**config.mk**
```make
export PLATFORM = sky130hd
export DESIGN_NAME = cla_mp_sequencer
export DESIGN_NICKNAME = d
export VERILOG_FILES = /design/src/rtl/cla_pkg.sv /design/src/rtl/cla_mp_sequencer_cla32.sv /design/src/rtl/cla_mp_sequencer.sv
export SDC_FILE = /design/constraint.sdc
export NUM_CORES = 1
export LEC_CHECK = 0
export CORE_MARGIN = 4
export CORE_UTILIZATION = 30
export CTS_BUF_LIST = sky130_fd_sc_hd__clkbuf_8
export DETAILED_ROUTE_END_ITERATION = 8
export DONT_BUFFER_PORTS = 1
export GPL_TIMING_DRIVEN = 0
export PLACE_DENSITY = 0.45
export SLEW_MARGIN = 20
export SYNTH_ARGS = -nofsm -noshare
export SYNTH_HDL_FRONTEND = slang
export SYNTH_HIERARCHICAL = 1
export SYNTH_SLANG_ARGS = --single-unit
```
**constraint.sdc**
```tcl
create_clock -name clk -period 28.4 [get_ports clk]
set_input_delay 2.84 -clock clk [delete_from_list [all_inputs] [get_ports clk]]
set_output_delay 2.84 -clock clk [all_outputs]
set_load 0.005 [all_outputs]
```
**src/rtl/cla_pkg.sv**
```systemverilog
// Shared definitions for the multi-precision CLA sequencer.
//   WORD_W       limb width handled by one CLA_32 pass
//   MAX_WORDS    largest supported limb count
//   MAX_OP_W     widest operand vector limb_sel accepts
//   LIMB_IDX_W   index width wide enough for MAX_WORDS limbs
//   state_t      sequencer FSM encoding (IDLE / RUN)
//   limb_sel()   extracts limb idx from a zero-extended operand vector
package cla_pkg;

    localparam int WORD_W     = 32;
    localparam int MAX_WORDS  = 16;
    localparam int MAX_OP_W   = MAX_WORDS * WORD_W;
    localparam int LIMB_IDX_W = $clog2(MAX_WORDS);

    typedef enum logic {
        IDLE = 1'b0,
        RUN  = 1'b1
    } state_t;

    // Callers zero-extend their operand to MAX_OP_W so a single function
    // serves every WORDS setting.
    function automatic logic [WORD_W-1:0] limb_sel(
        input logic [MAX_OP_W-1:0]   vec,
        input logic [LIMB_IDX_W-1:0] idx
    );
        return vec[idx*WORD_W +: WORD_W];
    endfunction

endpackage

```
**src/rtl/cla_mp_sequencer_cla32.sv**
```systemverilog
// CLA_32: 32-bit carry-lookahead adder, purely combinational.
//   x, y   in   32   addends
//   cin    in   1    carry in
//   sum    out  32   x + y + cin (mod 2^32)
//   cout   out  1    carry out of bit 31
// Bits are grouped in 4-bit blocks; each block produces group generate /
// propagate, group carries are resolved from those, and bit carries inside a
// block are derived from the block's incoming carry.
module cla_32
    import cla_pkg::*;
(
    input  logic [WORD_W-1:0] x,
    input  logic [WORD_W-1:0] y,
    input  logic              cin,
    output logic [WORD_W-1:0] sum,
    output logic              cout
);

    localparam int GRP_W = 4;
    localparam int NGRP  = WORD_W / GRP_W;

    logic [WORD_W-1:0] g;
    logic [WORD_W-1:0] p;
    logic [WORD_W-1:0] c;
    logic [NGRP-1:0]   gg;
    logic [NGRP-1:0]   gp;
    logic [NGRP:0]     gc;

    always_comb begin
        g  = x & y;
        p  = x ^ y;
        gg = '0;
        gp = '0;
        gc = '0;
        c  = '0;

        gc[0] = cin;
        for (int j = 0; j < NGRP; j++) begin
            gp[j] = &p[j*GRP_W +: GRP_W];
            // Fold from LSB upward: gg = g3 | p3&(g2 | p2&(g1 | p1&g0)).
            for (int k = 0; k < GRP_W; k++) begin
                gg[j] = g[j*GRP_W+k] | (p[j*GRP_W+k] & gg[j]);
            end
            gc[j+1] = gg[j] | (gp[j] & gc[j]);
        end

        for (int j = 0; j < NGRP; j++) begin
            for (int k = 0; k < GRP_W; k++) begin
                if (k == 0) begin
                    c[j*GRP_W] = gc[j];
                end else begin
                    c[j*GRP_W+k] = g[j*GRP_W+k-1] | (p[j*GRP_W+k-1] & c[j*GRP_W+k-1]);
                end
            end
        end

        sum  = p ^ c;
        cout = gc[NGRP];
    end

endmodule

```
**src/rtl/cla_mp_sequencer.sv**
```systemverilog
// cla_mp_sequencer: multi-precision add/subtract controller that runs one
// CLA_32 over WORDS 32-bit limbs, least-significant limb first, chaining the
// carry through a register.
//   clk     in   1          rising-edge clock
//   rst     in   1          asynchronous reset, active-high
//   start   in   1          request, accepted only while idle
//   sub     in   1          0: a+b, 1: a-b (sampled with start)
//   a, b    in   WORDS*32   operands (sampled with start)
//   busy    out  1          high while limbs are being processed
//   done    out  1          one-cycle pulse, result/cout/ovf valid from here on
//   result  out  WORDS*32   sum / difference
//   cout    out  1          carry out of the top limb (sub: 1 = no borrow)
//   ovf     out  1          signed overflow of the full-width operation
module cla_mp_sequencer
    import cla_pkg::*;
#(
    parameter int WORDS = 4
) (
    input  logic                    clk,
    input  logic                    rst,
    input  logic                    start,
    input  logic                    sub,
    input  logic [WORDS*WORD_W-1:0] a,
    input  logic [WORDS*WORD_W-1:0] b,
    output logic                    busy,
    output logic                    done,
    output logic [WORDS*WORD_W-1:0] result,
    output logic                    cout,
    output logic                    ovf
);

    localparam int OP_W  = WORDS * WORD_W;
    localparam int IDX_W = $clog2(WORDS);
    localparam logic [IDX_W-1:0] LAST_IDX = IDX_W'(WORDS - 1);

    if (WORDS < 2 || WORDS > MAX_WORDS) begin : g_bad_words
        $error("cla_mp_sequencer: WORDS must be within 2..16");
    end

    state_t            state;
    state_t            state_nxt;
    logic [IDX_W-1:0]  idx;
    logic              carry;
    logic [OP_W-1:0]   a_reg;
    logic [OP_W-1:0]   b_reg;
    logic              sub_reg;
    logic [MAX_OP_W-1:0] a_ext;
    logic [MAX_OP_W-1:0] b_ext;
    logic [WORD_W-1:0] b_limb;
    logic [WORD_W-1:0] cla_x;
    logic [WORD_W-1:0] cla_y;
    logic [WORD_W-1:0] cla_sum;
    logic              cla_cout;
    logic              accept;
    logic              last;
    logic              ovf_nxt;

    assign accept = (state == IDLE) && start;
    assign last   = (idx == LAST_IDX);

    // Limb mux: in IDLE idx just points at stale operand data, which nothing
    // downstream observes.
    assign a_ext  = MAX_OP_W'(a_reg);
    assign b_ext  = MAX_OP_W'(b_reg);
    assign cla_x  = limb_sel(a_ext, LIMB_IDX_W'(idx));
    assign b_limb = limb_sel(b_ext, LIMB_IDX_W'(idx));
    // Subtraction is a + ~b + 1; the +1 enters as the initial carry.
    assign cla_y  = sub_reg ? ~b_limb : b_limb;

    // Signed overflow: operands agree in sign but the sum does not.
    assign ovf_nxt = (cla_x[WORD_W-1] == cla_y[WORD_W-1]) &&
                     (cla_sum[WORD_W-1] != cla_x[WORD_W-1]);

    cla_32 u_cla (
        .x    (cla_x),
        .y    (cla_y),
        .cin  (carry),
        .sum  (cla_sum),
        .cout (cla_cout)
    );

    // FSM state register
    always_ff @(posedge clk or posedge rst) begin
        if (rst) begin
            state <= IDLE;
        end else begin
            state <= state_nxt;
        end
    end

    // FSM next state
    always_comb begin
        state_nxt = state;
        case (state)
            IDLE: if (start) state_nxt = RUN;
            RUN:  if (last)  state_nxt = IDLE;
            default: state_nxt = IDLE;
        endcase
    end

    // FSM outputs
    always_comb begin
        busy = (state == RUN);
    end

    // Operand capture; contents are only meaningful during RUN.
    always_ff @(posedge clk) begin
        if (accept) begin
            a_reg   <= a;
            b_reg   <= b;
            sub_reg <= sub;
        end
    end

    // Limb sequencing, carry chain and completion flags
    always_ff @(posedge clk or posedge rst) begin
        if (rst) begin
            idx    <= '0;
            carry  <= 1'b0;
            done   <= 1'b0;
            result <= '0;
            cout   <= 1'b0;
            ovf    <= 1'b0;
        end else begin
            done <= 1'b0;
            if (accept) begin
                idx   <= '0;
                carry <= sub;
            end else if (state == RUN) begin
                for (int k = 0; k < WORDS; k++) begin
                    if (idx == IDX_W'(k)) begin
                        result[k*WORD_W +: WORD_W] <= cla_sum;
                    end
                end
                carry <= cla_cout;
                idx   <= idx + 1'b1;
                // cout/ovf change only on the edge that raises done.
                if (last) begin
                    done <= 1'b1;
                    cout <= cla_cout;
                    ovf  <= ovf_nxt;
                end
            end
        end
    end

endmodule

```
==> impl.org <==
** Run
- Max-cap violations in this run came to 0.

** Logic synthesis
- Counting flops with a built-in enable in the synthesized netlist gives 257.
- In the synthesized netlist the dominant register cell turns out to be edfxtp_1.
- Yosys attributes the largest share of cell area to edfxtp_1 (48%), dfrtp_1 (21%), mux2_2 (9.2%).
- Most frequent cells after synthesis :: edfxtp_1 (257), dfrtp_1 (135), mux2_2 (130)
- Proportion of synthesized chip area in sequential cells :: 69.4%
- Summing the areas of all compound-gate instances in the mapped netlist gives 1.55% of the synthesized area.
- Number of distinct library cells after synthesis :: 42
- Synth Cell Area :: 16000 µm²
- Count leader, synth :: edfxtp_1
- Synthesized Nets :: 1127
- In this run the mean area of a mapped cell was 19.8 µm².
- Xor/xnor share of the synthesized area :: 2.19%
- Flop and latch count out of synthesis :: 392
- Mux cell area share after synthesis :: 18.2%
- Combinational family with the most area after synthesis :: multiplexers
- Yosys warnings :: 6
- The cell count after synthesis came out at 807.
- The top cell type by area accounts for 48.3% of the synthesized area.
- Adder and majority cell fraction of the synthesized area :: 5.82%
- Of all flip-flops after synthesis, the portion carrying an async set or reset was 34.4%.
- Leading area contributor after synthesis :: edfxtp_1
- Simple-gate share of the synthesized area :: 1.45%

** Clock network
- Maximum level of the CTS H-tree :: 3
- Hold repair after CTS inserted 0 buffers.
- Clock tree from TritonCTS :: done
- Clock-pin slew was measured on the worst setup and hold paths at 0.06 ns.
- The later pin in the worst-skew pair is clocked with a latency of 0.63 ns.
- Clock sink total :: 392
- Number of buffers on the longest clock path :: 3
- Buffers inserted by post-CTS timing repair :: 0
- Number of gates resized after CTS :: 0
- The number of clock buffers added by TritonCTS is 72.
- Clock root cell :: clkbuf_8

** Floorplan
- In this run the count of I/O pins placed on the die edge is 392.
- The die covers 57000 µm².
- From left edge to right edge, the die measures 239 µm.
- The die is 239 µm tall.
- The floorplan has 84 rows.
- The initial utilization of the core area, before any placement, comes to 30.4%.
- Core footprint :: 52700 µm²

** Power and ir drop
- In this run the static leakage power is 6.84 nW.
- Power Total :: 2.57 mW
- Worst VDD drop :: 0.0525 mV
- Power density over the cells :: 139 nW/µm²

** Critical path
- List of cells traversed by the critical path :: buf_2, buf_2, clkbuf_1, mux4_2, ha_1, a21oi_1, o21ai_1, nor3_2, a31oi_4, a41oi_2, nand2b_1, fa_1, fa_1, fa_1, xor2_1, nand3_1, or3_1, nand3_1
- The slowest stage of the critical path belongs to the cell clkbuf_1.
- CP peak stage delay :: 0.68 ns
- The worst register-to-register path ends at ovf.
- Length in cells of the worst reg-to-reg path :: 18
- Element type at the critical path end :: flip-flop
- Crit start category :: flip-flop
- In this run the worst path has a maximum fanout of 11.
- Data on the critical path is required at its endpoint by 28.97 ns.
- Critical setup path kind :: reg -> reg
- Flop2flop setup slack :: 22.04 ns
- The most numerous cell type found on the critical path is fa_1.
- Crit path capture :: ovf
- The startpoint identified for the worst register-to-register timing path is idx[1].
- The most critical setup path has its startpoint at idx[1].
- In this design, the largest share of critical-path delay is due to buffers and inverters.
- Arrival time of data at the critical path endpoint :: 6.93 ns
- Buffer and inverter count on the worst path :: 3
- The critical path crosses 18 cells after its start point.

** STA
- Adding up every negative setup slack in the final design gives 0 ns.
- Setup repair after global routing left no endpoint under its margin.
- Setup violations remaining at the end of the flow were counted as 0.
- Count of endpoints failing hold in the final timing report :: 0
- Final hold analysis gives a worst-case slack of 0.546 ns.
- For this run, the top clock speed supported by timing is 0.157 GHz.
- The count of final max-slew check failures was 0.
- On the final layout, the worst clock skew is 0.0268 ns.
- Tcrit/Tclk final :: 22.4%
- Post-route minimum period :: 6.36 ns
- In this run the tightest slew margin relative to its limit is 27.9%.
- Worst Max-Slew Pin Slew :: 1.08 ns

** Layout
- With fillers left out, the area of the finished cells amounts to 18600 µm².
- Number of nets in the layout :: 1213
- Fill cell count :: 4935
- Sequential cell area :: 11100 µm²
- Share of final-layout standard cells stronger than drive strength 1 :: 35.3%
- Post-route non-filler standard cell count :: 1641
- Area occupied by multi-input gates :: 4680 µm²
- Layout-stage area growth over the synthesis result :: 16.1%

** Drt
- After the first detailed-routing iteration, the DRC count stood at 341.
- Max Used Layer :: met5
- Post-route DRC violation count :: 0
- Routed Antenna Nets :: 0
- Summed over all nets, wire length on met3 after detailed routing comes to 4330 µm.
- Average wire length per cell after detail routing :: 26.2 µm
- DR WL met2 :: 21500 µm
- The detailed router put a total of 16300 µm of wire on met1.
- Via count normalized by instance count :: 4.65
- Drt first pass iters :: 4
- The final layout contains routed wiring with a total length of 43100 µm.
- The routed layout has 7624 vias.

** Place
- Placed Instances :: 1507
- Routability-driven placement finished with a final weighted congestion of 0.731.
- Estimated wirelength of the detail-placed design :: 31800 µm
- Post-place instance area :: 17100 µm²
- Count of input and output buffers :: 0

** GRT
- Summed over all layers, the global routing overflow is 0.
- Maximum number of pins on one net before global-route repair :: 81
- Total routing resource utilization after global routing :: 15.1%
- Number of antenna violations at the first check in global routing :: 4
- Wire length of the first global-routing pass :: 61900 µm
- Vias in the first global route :: 8483

** Worst hold path
- The path class of the tightest hold or removal check is reg -> reg.

** Outcome
- The flow ran to the end, and the final reports show no timing, DRC or antenna violations.
==> how the worst min path moves through the flow <==
stage	start	end	slack [ns]	depth (start not counted)
after floorplan	ovf	ovf	0.47	2
after global placement	result[122]	result[122]	0.54	1
after detailed placement	result[122]	result[122]	0.55	1
after CTS	result[53]	result[53]	0.56	1
after global routing	result[53]	result[53]	0.57	1
final	result[53]	result[53]	0.55	1
==> where the power goes <==
part | internal (mW) | switching (mW)
logic | 0.503 | 0.610
registers | 0.798 | 0.132
clock network | 0.289 | 0.239
==> placed cells by master (no fill, tap or decap), types with 8 or more instances in the layout <==
master	instances
a21oi_1	12
buf_2	8
clkbuf_1	9
clkbuf_8	81
clkinv_2	14
dfrtp_1	135
edfxtp_1	257
fa_1	24
ha_1	36
inv_1	35
mux2_2	130
mux4_2	64
nand2_1	15
xor2_1	40
==> cell families after synthesis <==
group | count (synthesis)
compound gates | 35
xor+xnor | 40
fa+ha+maj | 60
buf+inv | 43
flops | 392
mux | 195
simple gates | 42
==> routing by layer <==
metal,vias to the layer above,global-route usage (%)
li1,3322,-
met1,3941,17.6
met2,282,24.9
met3,75,7.43
met4,4,4.24
met5,-,0
==> stage by stage <==
| step | setup WS [ns] | utilization (%) |
|---|---|---|
| after detailed placement | 21.80 | 32.5 |
| final | 22.04 | 35.2 |
| after CTS | 21.79 | 35.2 |
| after global placement | 8.97 | 32.0 |
| after global routing | 21.57 | 35.2 |
| after floorplan | 13.56 | - |
==> final cells by class <==
type	instances	share of cell area [%]
sequential	392	59.8
multi-input combinational	372	25.2
clock buffer	81	6.01
tap	688	4.64
clock inverter	50	1.60
timing repair buffer	12	1.47
buffer	31	0.924
inverter	12	0.283
antenna	3	0.0405
Power figures use the tool's default switching activity.
